===== config.mk =====
export PLATFORM = sky130hd
export DESIGN_NAME = param_counter
export DESIGN_NICKNAME = d
export VERILOG_FILES = /design/src/rtl/param_counter.sv
export SDC_FILE = /design/constraint.sdc
export NUM_CORES = 1
export LEC_CHECK = 0
export BUFFER_PORTS_ARGS = -buffer_cell sky130_fd_sc_hd__buf_2
export CORE_MARGIN = 5
export CORE_UTILIZATION = 25
export CTS_CLUSTER_SIZE = 25
export DETAILED_ROUTE_END_ITERATION = 10
export GPL_TIMING_DRIVEN = 0
export PLACE_DENSITY_LB_ADDON = 0.3
export SYNTH_ARGS = -nofsm -noshare
export SYNTH_HDL_FRONTEND = slang
export SYNTH_SLANG_ARGS = --single-unit

===== constraint.sdc =====
create_clock -name clk -period 1.7 [get_ports clk]
set_input_delay 0.255 -clock clk [delete_from_list [all_inputs] [get_ports clk]]
set_output_delay 0.255 -clock clk [all_outputs]
set_load 0.03 [all_outputs]

===== src/rtl/param_counter.sv =====
// rtl/param_counter.sv - WIDTH-bit up/down counter with wrap/saturate/one-shot end-of-range modes
// Optional step prescaler compiled in with PARAM_COUNTER_PRESCALE_EN.
module param_counter #(
    parameter int WIDTH      = 4,
    parameter int MAX_VAL    = 2**WIDTH-1,
    parameter int PRESCALE_W = 4
) (
    input  logic                  clk,
    input  logic                  reset,
    input  logic                  enable,
    input  logic                  up_down,
    input  logic [1:0]            mode,
    input  logic                  load,
    input  logic [WIDTH-1:0]      load_value,
    input  logic                  ovf_clear,
    input  logic [PRESCALE_W-1:0] prescale,
    output logic [WIDTH-1:0]      counter_out,
    output logic                  overflow_out,
    output logic                  overflow_sticky,
    output logic                  running
);

    localparam logic [WIDTH-1:0] MAX_CNT = WIDTH'(MAX_VAL);

    typedef enum logic {COUNT, HALT} state_t;

    state_t           state, state_next;
    logic [WIDTH-1:0] count_next;
    logic             ovf_next;
    logic             sticky_next;
    logic             tick;
    logic             step;
    logic             at_end;

`ifdef PARAM_COUNTER_PRESCALE_EN
    logic [PRESCALE_W-1:0] pre_cnt;

    assign tick = (pre_cnt >= prescale);

    always_ff @(posedge clk or posedge reset) begin
        if (reset) begin
            pre_cnt <= '0;
        end else if (load) begin
            pre_cnt <= '0;
        end else if (enable) begin
            pre_cnt <= tick ? '0 : pre_cnt + PRESCALE_W'(1);
        end
    end
`else
    logic unused_prescale;

    assign unused_prescale = ^prescale;
    assign tick            = 1'b1;
`endif

    assign step   = enable & tick;
    assign at_end = up_down ? (counter_out == MAX_CNT) : (counter_out == '0);

    always_comb begin
        state_next  = state;
        count_next  = counter_out;
        ovf_next    = 1'b0;
        sticky_next = overflow_sticky & ~ovf_clear;
        if (load) begin
            count_next = (load_value > MAX_CNT) ? MAX_CNT : load_value;
            state_next = COUNT;
        end else if (state == COUNT && step) begin
            if (at_end) begin
                // Boundary event: a set of the sticky flag beats a same-cycle clear.
                ovf_next    = 1'b1;
                sticky_next = 1'b1;
                case (mode)
                    2'b01:   count_next = counter_out;
                    2'b10:   state_next = HALT;
                    default: count_next = up_down ? '0 : MAX_CNT;
                endcase
            end else begin
                count_next = up_down ? counter_out + WIDTH'(1) : counter_out - WIDTH'(1);
            end
        end
    end

    always_ff @(posedge clk or posedge reset) begin
        if (reset) begin
            state           <= COUNT;
            counter_out     <= '0;
            overflow_out    <= 1'b0;
            overflow_sticky <= 1'b0;
            running         <= 1'b1;
        end else begin
            state           <= state_next;
            counter_out     <= count_next;
            overflow_out    <= ovf_next;
            overflow_sticky <= sticky_next;
            running         <= (state_next == COUNT);
        end
    end

endmodule


==> impl_metrics.json <==
{
  "outcome": "completed",
  "synth-compound-area-share_pct": 21.3,
  "grt_start_max_net_pins": 11,
  "ioPinCount": 23,
  "syn2layout_area_growth_pct": 40.6,
  "cts_made_buffers": 3,
  "rsz0062_at_grt": "true",
  "final.setup_skew_ns": 0.0163,
  "cp-end-kind": "flip-flop",
  "initial_utilization_pct": 25.8,
  "syn_avg_cell_area_um2": 9.56,
  "routed-via-count": 550,
  "die_w_um": 57.5,
  "max_freq_ghz": 0.610,
  "synthMuxAreaShare_pct": 1.77,
  "cp_max_fo": 4,
  "cts.clk_slew.worst_paths_ns": 0.07,
  "track_usage_pct": 10.2,
  "finalSetupViolations": 0,
  "wl_per_cell_um": 13.5,
  "ys_seq_area_share_pct": 35.7,
  "drt_drc_violations_left": 0,
  "ant_nets": 0,
  "final_common_cell": "buf_2",
  "final_hold_viol_count": 0,
  "worstMarginPinSlew_ns": 0.520,
  "syn_nets": 79,
  "finalPower_uw": 677,
  "whs_ns": 0.221,
  "viasPerCell": 4.78,
  "hold_depth": 2,
  "power_density_mw_per_mm2": 853,
  "firstDrtPassIters": 4,
  "cts_buffer_depth": 2,
  "cp.required_ns": 1.84,
  "slew_headroom_pct": 65.1,
  "tritoncts": "built",
  "wl_mm": 1.55,
  "layout_common_cells": "buf_2, inv_1, buf_4",
  "grt_pass1_wl_mm": 2.59,
  "dieHeight_um": 57.5,
  "ff2ff_path_depth": 5,
  "synth_cell_types": 30,
  "io_buffers": 18,
  "fill_cells": 238,
  "drive_gt1_share_pct": 44.8,
  "clockRootBuffer": "clkbuf_4",
  "yosys-top-cells-area": "dfrtp_1, ha_1, dfstp_2",
  "htree_levels": 1,
  "clock-sinks": 8,
  "drv_cap": 0,
  "hold_class": "in2reg",
  "arrival_ns": 1.78,
  "synth_adder_area_share_pct": 10.2,
  "dieArea_mm2": 0.00331,
  "async_flop_share_pct": 100,
  "path_class": "reg2reg",
  "ir_drop_mv": 0.333,
  "dp.final_hpwl_mm": 1.12,
  "yosys.area.top_type": "dfrtp_1",
  "power.leakage_uw": 0.000377,
  "synth_ff_type": "dfrtp_1",
  "core_mm2": 0.00219,
  "post-route-period-util_pct": 96.4,
  "synth-seq-cells": 8,
  "synth_warnings": 0,
  "syn-cell-area_um2": 564,
  "place_congestion": 0.773,
  "synth-simple-area-share_pct": 22.0,
  "grt.overflow.total": 0,
  "grt_pass1_vias": 595,
  "grt_antenna_before_repair": 0,
  "rows": 17,
  "synth_edf_count": 0,
  "slew_viol_final": 0,
  "first_iter_violations": 4,
  "synth_top_area_share_pct": 31.0,
  "synthXorXnorAreaFrac_pct": 3.10,
  "finalSetupTns_ns": 0,
  "clock_latency_ns": 0.27,
  "diodes": 0,
  "period_minus_slack_ns": 1.64,
  "netlist_instances": 59,
  "cp-start-kind": "flip-flop",
  "synth_top_family_by_area": "simple AND/OR/NAND/NOR gates",
  "nets": 108
}
flip-flops by register name, indices dropped and copies added, names as in the netlist:
| register | count |
|---|---|
| counter_out | 4 |
| overflow_out | 1 |
| overflow_sticky | 1 |
| running | 1 |
| state | 1 |
worst max-delay path, cell delays in order, from the launching register on:
cell and delay, ns:
dfrtp_2 0.43, buf_6 0.12, nand4_1 0.12, or3_4 0.38, and2_4 0.16, o311a_1 0.28
final cells by class:
cell class              instances  area, um2  area share, %
well taps                      28       35.0           4.42
flip-flops and latches          8        205           25.9
plain buffers                   2       11.3           1.42
inverters                       6       22.5           2.84
clock buffers                   4       26.3           3.31
multi-input cells              43        352           44.3
repair buffers                 24        141           17.8
stage by stage:
| stage | instances | instance area, um2 | util (%) | setup slack [ns] |
|---|---|---|---|---|
| 6_report | 115 | 793 | 36.2 | 0.0610 |
| 5_1_grt | 115 | 793 | 36.2 | -0.00664 |
| 4_1_cts | 114 | 772 | 35.2 | 0.00540 |
| 3_5_place_dp | 105 | 706 | 32.2 | -0.124 |
| 3_3_place_gp | 105 | 706 | 32.2 | -0.0543 |
| 2_1_floorplan | 59 | 581 | - | 0.0399 |
repair_timing:
| item | CTS | global route |
|---|---|---|
| gates cloned | 0 | 0 |
| hold buffers | 1 | 0 |
| endpoints found under the setup margin | 1 | 3 |
| setup buffers | 4 | 1 |
| endpoints found under the hold margin | 7 | 0 |
| resized for setup | 0 | 3 |
routing by layer:
metal	vias to the layer above	global-route usage [%]	wire length [um]
met5	-	0	0
met4	0	6.29	16
met3	2	1.81	63
met2	12	16.3	791
met1	257	12.5	677
li1	279	-	-
cell families (layout without fill, tap and decap cells):
kind of cell	Yosys count	after routing
flip-flops	8	8
XOR/XNOR	2	2
AND/OR/NAND/NOR	19	19
multiplexers	1	1
buffers and inverters	8	36
adder cells (fa/ha/maj)	4	4
AO/OA/AOI/OAI	17	17
where the power goes:
part           switching, uW  internal [uW]
registers               25.6            210
clock network           83.0           90.5
logic                    142            126
worst paths after layout:
check,from,endpoint,slack (ns)
worst max-delay path,counter_out[2],counter_out[1],0.06
worst min-delay path,load_value[0],counter_out[0],0.22
worst max register to register,counter_out[2],counter_out[1],0.06
worst min register to register,overflow_sticky,overflow_sticky,0.47
max in group asynchronous,reset,running,0.92
min in group asynchronous,reset,counter_out[3],0.47
Yosys cell counts (all sizes together) (2+ instances only):
| master | instances |
|---|---|
| a211oi | 3 |
| a21oi | 5 |
| and3 | 2 |
| dfrtp | 7 |
| ha | 3 |
| inv | 6 |
| nand2b | 3 |
| nor2 | 4 |
| nor3 | 2 |
| o21ai | 2 |
| o311a | 2 |
| xor2 | 2 |
No activity file was read; power rests on OpenSTA's default activity.
